--- src/rtl/johnson_decoder.sv ---
// johnson_decoder: registered decoder/checker for Johnson-coded state.
// Converts each sampled code into a binary index and a one-hot vector,
// flags illegal codes, and keeps a saturating error count.
// Optional feature macro: JOHNSON_DECODER_SEQ_CHECK_EN
//   defined   -> lock FSM, prev register, mismatch tracking and seq_err built
//   undefined -> seq_err/locked tied to 0, err_count counts illegal codes only
module johnson_decoder #(
  parameter  int unsigned WIDTH = 4,
  localparam int unsigned IDXW  = $clog2(2 * WIDTH)
) (
  input  logic                 clk,
  input  logic                 rst,
  input  logic                 in_valid,
  input  logic [WIDTH-1:0]     code,
  output logic                 out_valid,
  output logic [IDXW-1:0]      idx,
  output logic [2*WIDTH-1:0]   onehot,
  output logic                 illegal,
  output logic                 seq_err,
  output logic                 locked,
  output logic [7:0]           err_count
);

  localparam int unsigned NST = 2 * WIDTH;
  localparam int unsigned CNTW = 8;

  // Johnson code for state k: k LSBs set for k<=WIDTH, else (2*WIDTH-k) MSBs set.
  function automatic logic [WIDTH-1:0] johnson_pattern(input int unsigned k);
    logic [WIDTH-1:0] ones;
    ones = '1;
    if (k <= WIDTH) return ~(ones << k);
    else            return ones << (k - WIDTH);
  endfunction

  logic                 code_legal_c;
  logic [IDXW-1:0]      code_idx_c;
  logic [NST-1:0]       code_onehot_c;

  logic                 out_valid_q, out_valid_d;
  logic [IDXW-1:0]      idx_q, idx_d;
  logic [NST-1:0]       onehot_q, onehot_d;
  logic                 illegal_q, illegal_d;
  logic                 seq_err_q, seq_err_d;
  logic [CNTW-1:0]      err_count_q, err_count_d;

`ifdef JOHNSON_DECODER_SEQ_CHECK_EN
  typedef enum logic {
    ST_UNLOCKED = 1'b0,
    ST_LOCKED   = 1'b1
  } state_e;

  state_e               state_q, state_d;
  logic [IDXW-1:0]      prev_q, prev_d;
  logic                 mis_q, mis_d;
  logic [IDXW-1:0]      succ_c;
`endif

  // Match the incoming code against every member of the sequence.
  always_comb begin
    code_legal_c  = 1'b0;
    code_idx_c    = '0;
    code_onehot_c = '0;
    for (int unsigned k = 0; k < NST; k++) begin
      if (code == johnson_pattern(k)) begin
        code_legal_c = 1'b1;
        code_idx_c   = IDXW'(k);
      end
    end
    if (code_legal_c) code_onehot_c[code_idx_c] = 1'b1;
  end

`ifdef JOHNSON_DECODER_SEQ_CHECK_EN
  // Expected next index after prev, wrapping from 2*WIDTH-1 to 0.
  always_comb begin
    succ_c = (prev_q == IDXW'(NST - 1)) ? '0 : prev_q + IDXW'(1);
  end
`endif

  // Next-state logic for result registers, lock FSM and error counter.
  always_comb begin
    out_valid_d = in_valid;
    illegal_d   = in_valid & ~code_legal_c;
    seq_err_d   = 1'b0;
    idx_d       = idx_q;
    onehot_d    = onehot_q;
    if (in_valid) begin
      idx_d    = code_idx_c;
      onehot_d = code_onehot_c;
    end

`ifdef JOHNSON_DECODER_SEQ_CHECK_EN
    state_d = state_q;
    prev_d  = prev_q;
    mis_d   = mis_q;
    if (in_valid) begin
      if (!code_legal_c) begin
        state_d = ST_UNLOCKED;
        mis_d   = 1'b0;
      end else begin
        prev_d = code_idx_c;
        case (state_q)
          ST_UNLOCKED: begin
            state_d = ST_LOCKED;
            mis_d   = 1'b0;
          end
          ST_LOCKED: begin
            if (code_idx_c == succ_c) begin
              mis_d = 1'b0;
            end else begin
              seq_err_d = 1'b1;
              // A second consecutive mismatch drops lock.
              if (mis_q) begin
                state_d = ST_UNLOCKED;
                mis_d   = 1'b0;
              end else begin
                mis_d = 1'b1;
              end
            end
          end
          default: state_d = ST_UNLOCKED;
        endcase
      end
    end
`endif

    err_count_d = err_count_q;
    if ((illegal_d || seq_err_d) && (err_count_q != '1)) begin
      err_count_d = err_count_q + CNTW'(1);
    end
  end

  // State and output registers with synchronous reset.
  always_ff @(posedge clk) begin
    if (rst) begin
      out_valid_q <= 1'b0;
      idx_q       <= '0;
      onehot_q    <= '0;
      illegal_q   <= 1'b0;
      seq_err_q   <= 1'b0;
      err_count_q <= '0;
`ifdef JOHNSON_DECODER_SEQ_CHECK_EN
      state_q     <= ST_UNLOCKED;
      prev_q      <= '0;
      mis_q       <= 1'b0;
`endif
    end else begin
      out_valid_q <= out_valid_d;
      idx_q       <= idx_d;
      onehot_q    <= onehot_d;
      illegal_q   <= illegal_d;
      seq_err_q   <= seq_err_d;
      err_count_q <= err_count_d;
`ifdef JOHNSON_DECODER_SEQ_CHECK_EN
      state_q     <= state_d;
      prev_q      <= prev_d;
      mis_q       <= mis_d;
`endif
    end
  end

  assign out_valid = out_valid_q;
  assign idx       = idx_q;
  assign onehot    = onehot_q;
  assign illegal   = illegal_q;
  assign seq_err   = seq_err_q;
  assign err_count = err_count_q;
`ifdef JOHNSON_DECODER_SEQ_CHECK_EN
  assign locked    = (state_q == ST_LOCKED);
`else
  assign locked    = 1'b0;
`endif

endmodule
--- config.mk ---
export PLATFORM = sky130hd
export DESIGN_NAME = johnson_decoder
export DESIGN_NICKNAME = d
export VERILOG_FILES = /design/src/rtl/johnson_decoder.sv
export SDC_FILE = /design/constraint.sdc
export NUM_CORES = 1
export LEC_CHECK = 0
export ABC_AREA = 1
export BUFFER_PORTS_ARGS = -buffer_cell sky130_fd_sc_hd__buf_2
export CORE_AREA = 4 4 51 53
export CTS_CLUSTER_DIAMETER = 40
export DETAILED_ROUTE_END_ITERATION = 8
export DIE_AREA = 0 0 55 57
export GPL_TIMING_DRIVEN = 0
export PLACE_DENSITY = 0.83
export SYNTH_ARGS = -nofsm -noshare
export SYNTH_HDL_FRONTEND = slang
export SYNTH_SLANG_ARGS = --single-unit
--- constraint.sdc ---
create_clock -name clk -period 1.97 [get_ports clk]
set_clock_uncertainty 0.2 [all_clocks]
set_input_delay 0.394 -clock clk [delete_from_list [all_inputs] [get_ports clk]]
set_output_delay 0.394 -clock clk [all_outputs]
set_load 0.01 [all_outputs]
* Yosys cells after proc, flatten, opt, wreduce, memory -nomap -nowiden *
Index checks and enable logic that the tools add are counted.

cells by class
  multiplexer cells = 18
  $add $sub $neg = 1
  $lt $le $gt $ge = 2
  bitwise operators = 2
  equal/unequal tests = 8
  reduce and logical (&&, ||, !) cells = 3

operators with widths
  operator                                                    count
  two-way mux 3 bit                                           6
  == test 4 bit, second input constant                        4
  two-way mux 1 bit                                           10
  adder 8 x 1 -> 8 bit, second input constant                 1
  two-way mux 8 bit                                           1
  inequality test 8 bit, second input constant                1
  == test 4 x 1 -> 1 bit, second input constant               1
  == test 4 x 2 -> 1 bit, second input constant               1
  == test 4 x 3 -> 1 bit, second input constant               1
  logical NOT 4 bit                                           1
  less-than comparator 3 x 4 -> 1 bit, second input constant  1
  demux 1 bit (select 3 bit)                                  1
  >= comparator 3 x 1 -> 1 bit, second input constant         1
  logical AND 1 bit                                           2
  bitwise AND 1 bit                                           1
  inverter 1 bit                                              1

word-level totals
  flip-flop bits (word level) = 21
  output and inout port bits = 23

* Longest topological paths before layout *
  word-level depth = 13
  gate-level depth with buffers = 9
  gate-level depth less buffers = 8

* Worst setup path after synthesis *
Ideal clock, no wire load.

  kind = reg2reg
  start = register err_count_q[1] (netlist: err_count[1])
  end = register err_count_q[2] (netlist: err_count[2])
  path buffers = 0
  data arrival time = 1258 ps
  cell stages (with the launch flop) = 8
  setup slack = 441 ps
  path through = dfxtp_1 > ha_1 > inv_1 > nor2_2 > nand2_4 > nand4_2 > nand2_1 > a21oi_1

on the way
  word-level cells in the longest chain between the ends = 2

ends and longest elaborated chain
  what                                                                          RTL line  text
  from (decl)                                                                   44        logic [CNTW-1:0] err_count_q, err_count_d;
  from (signal assigned)                                                        152       err_count_q <= err_count_d;
  parallel branches: the longest is 2 deep, another holds adder 8 x 1 -> 8 bit  n/a

Several ways; the timed one is not identified.
A chain may end at the register's enable or synchronous reset.

* Worst setup path in the final report *
  start = register err_count_q[0] (netlist: err_count[0])
  end = register err_count_q[1] (netlist: err_count[1])

The elaborated chain is that of the path after synthesis.

==> metrics.md <==
| Metric | Value |
|---|---|
| Outcome | finished clean |
| CTS clk-pin slew, worst paths | 0.13 ns |
| Row count | 17 |
| Clk_lat worst skew | 0.31 ns |
| Largest net degree at the start of global routing | 14 |
| Worst Setup End Kind | flop |
| Antenna Violating Nets Remaining | 0 |
| Cells on worst reg2reg path | 7 |
| Leakage | 0.000587 uW |
| Detailed Place HPWL | 1850 um |
| Delay-heaviest family, CP | simple AND/OR/NAND/NOR gates |
| Root Buffer | clkbuf_4 |
| Number of antenna diodes | 0 |
| Clock Path Buffers | 2 |
| R2R Setup Slk | 0.30 ns |
| Final Cycle Share | 0.847 |
| Setup CP Type | reg -> reg |
| Combinational power share | 0.145 |
| Avg WL per Cell | 12.2 um |
| Synthesized cell area | 1050 um2 |
| Crit path max fanout | 9 |
| Hold path depth | 2 |
| Critical Path, Cell by Cell | ha_1, inv_1, nor2_2, nand2_4, nand4_2, nand2_1, a21oi_1 |
| Die Height | 57 um |
| F_max | 0.599 GHz |
| Starting Density | 0.488 |
| Total internal power | 555 uW |
| WP data required | 2.02 ns |
| Library cells used by synthesis | 32 |
| Ys Warns | 0 |
| Total die area | 3140 um2 |
| Worst path slowest cell | dfxtp_1 |
| Dpl cells | 196 |
| Final WL | 2450 um |
| Final Setup Violations | 0 |
| Hold Path End | illegal |
| Core box area | 2150 um2 |
| Final min period | 1.67 ns |
| Minimum hold slack | 0.0872 ns |
| Setup TNS | 0 ns |
| H-tree depth | 1 |
| Area leader, netlist | dfxtp_1 |
| Post-synth top area share | 0.401 |
| Leading post-synthesis cells by cell area | dfxtp_1 40%, nand2_1 10%, nand3_1 7.2% |
| Worst EP arrival | 1.72 ns |
| Worst reg2reg endpoint | err_count[1] |
| Die Wd | 55 um |
| CTS Buf Count | 3 |
| Pre-antenna DRT Iters | 4 |
| Ys flop type | dfxtp_1 |
| NumNets Final | 181 |
| Syn Area/Cell | 7.44 um2 |
| 1st-iter DRT viols | 50 |
| CP max stage delay | 0.43 ns |
| First-pass GRT wire length | 4200 um |
| Tot GR Track Use | 0.181 |
| Worst vdd ir | 414 uV |
| Commonest cells in the netlist | 29 x nand2_1, 21 x dfxtp_1, 15 x nand3_1 |
| Max Slew Vio Count | 0 |
| Fin cells | 200 |
| Hold/Removal Path Class | in -> reg |
| Count leader, synth | nand2_1 |
| Grt total ovfl | 0 |
| Resize count post-CTS | 0 |
| Crit path buffers/inverters | 1 |
| Critical path startpoint category | flop |
| Cell Pwr Density | 626 nW/um2 |
| Asr flop ratio synth | 0 |
| Post-Synthesis Cells | 141 |
| RSZ-0062 raised after global routing | false |
| Max-Cap Viols | 0 |
| Vias per cell | 5.20 |
| DRC violations left | 0 |
| Layout cell share with drive strength beyond 1 | 0.262 |
| CTS tree | built |
| Hold-fix buffers, CTS | 0 |
| Sequential Power Share | 0.572 |
| Hold_sp | rst |
| Clock power frac | 0.283 |
| Post-synth EDFFs | 0 |
| PortBufs | 26 |
| Initial antenna violation count | 0 |
| CTS Sinks | 21 |
| Vias in the first global route | 994 |
| Switch share | 0.289 |
| Final Hold Viols | 0 |
| Sw Pwr | 226 uW |
| Post-CTS Setup Inserts | 0 |
| Post-synthesis sequential area ratio | 0.401 |
| Placement Setup Slack | 0.218 ns |
| #FFs+latches synth | 21 |
| R2r startpoint | err_count[0] |
| Final WS setup | 0.302 ns |
| Routed vias | 1040 |
| IO Pins | 30 |
| Area growth syn-to-layout | 19.0% |
| RePlAce Congestion | 0.827 |
-- flip-flops by register name (all words and copies together) (netlist names) --
register / cells
err_count: 8
idx: 3
illegal: 1
onehot: 8
out_valid: 1
-- through the flow --
| stage | util | instance area (um2) | total power, uW |
|---|---|---|---|
| 3_5_place_dp | 0.567 | 1220 | 569 |
| 2_1_floorplan | - | 1050 | 530 |
| 5_1_grt | 0.581 | 1250 | 817 |
| 4_1_cts | 0.581 | 1250 | 787 |
| 6_report | 0.581 | 1250 | 781 |
| 3_3_place_gp | 0.567 | 1220 | 564 |
-- worst max-delay path by stage --
stage / slack, ns / depth (start not counted) / from / to
6_report: 0.30 / 7 / err_count[0] / err_count[1]
5_1_grt: 0.13 / 7 / err_count[0] / err_count[5]
4_1_cts: 0.30 / 7 / err_count[0] / err_count[0]
3_5_place_dp: 0.22 / 6 / in_valid / err_count[0]
3_3_place_gp: 0.26 / 6 / in_valid / err_count[5]
2_1_floorplan: 0.44 / 7 / err_count[1] / err_count[2]
-- worst register-to-register path, stage by stage, from the launching register on --
cell and delay [ns]:
dfxtp_1 0.43, ha_1 0.21, inv_1 0.07, nor2_2 0.19
nand2_4 0.12, nand4_2 0.21, nand2_1 0.07, a21oi_1 0.12
-- cell type report --
| class | count | area (um2) |
|---|---|---|
| multi-input combinational | 100 | 542 |
| timing repair buffer | 26 | 130 |
| clock inverter | 1 | 7.51 |
| tap | 28 | 35.0 |
| inverter | 16 | 62.6 |
| clock buffer | 3 | 22.5 |
| fill | 201 | 901 |
| buffer | 5 | 27.5 |
| sequential | 21 | 420 |
-- per-layer routing --
metal,vias to the layer above,wire (um),GRT usage
li1,531,-,-
met1,471,1070,0.226
met2,33,1190,0.291
met3,5,130,0.0209
met4,0,61,0.104
met5,-,0,0
-- placed cells by master (no fill, tap or decap), types with 3 or more instances in the layout --
master and instances:
inv_2 3, a21oi_1 11, nor2_1 13, inv_1 11
o21ai_0 7, nand2_1 29, clkbuf_4 3, dfxtp_1 21
buf_2 27, nand3_1 15
-- power groups by stage --
stage | registers, uW | clock network (uW) | logic [uW]
CTS | 446 | 227 | 113
finish | 447 | 221 | 113
global route | 449 | 242 | 125
detailed placement | 456 | 0 | 113
floorplan | 462 | 0 | 67.3
global placement | 455 | 0 | 109
-- cell families (layout without fill, tap and decap cells) --
kind of cell               Yosys count  count (layout)  synth area share
AOI/OAI and AO/OA                   26              26             0.149
buffers and inverters               21              51            0.0859
xor gates and xnor gates             3               3            0.0251
adders and majority gates            1               1            0.0119
other                                1               2           0.00358
DFF                                 21              21             0.401
and+or+nand+nor                     68              68             0.323
(Power assumes the default switching activity.)
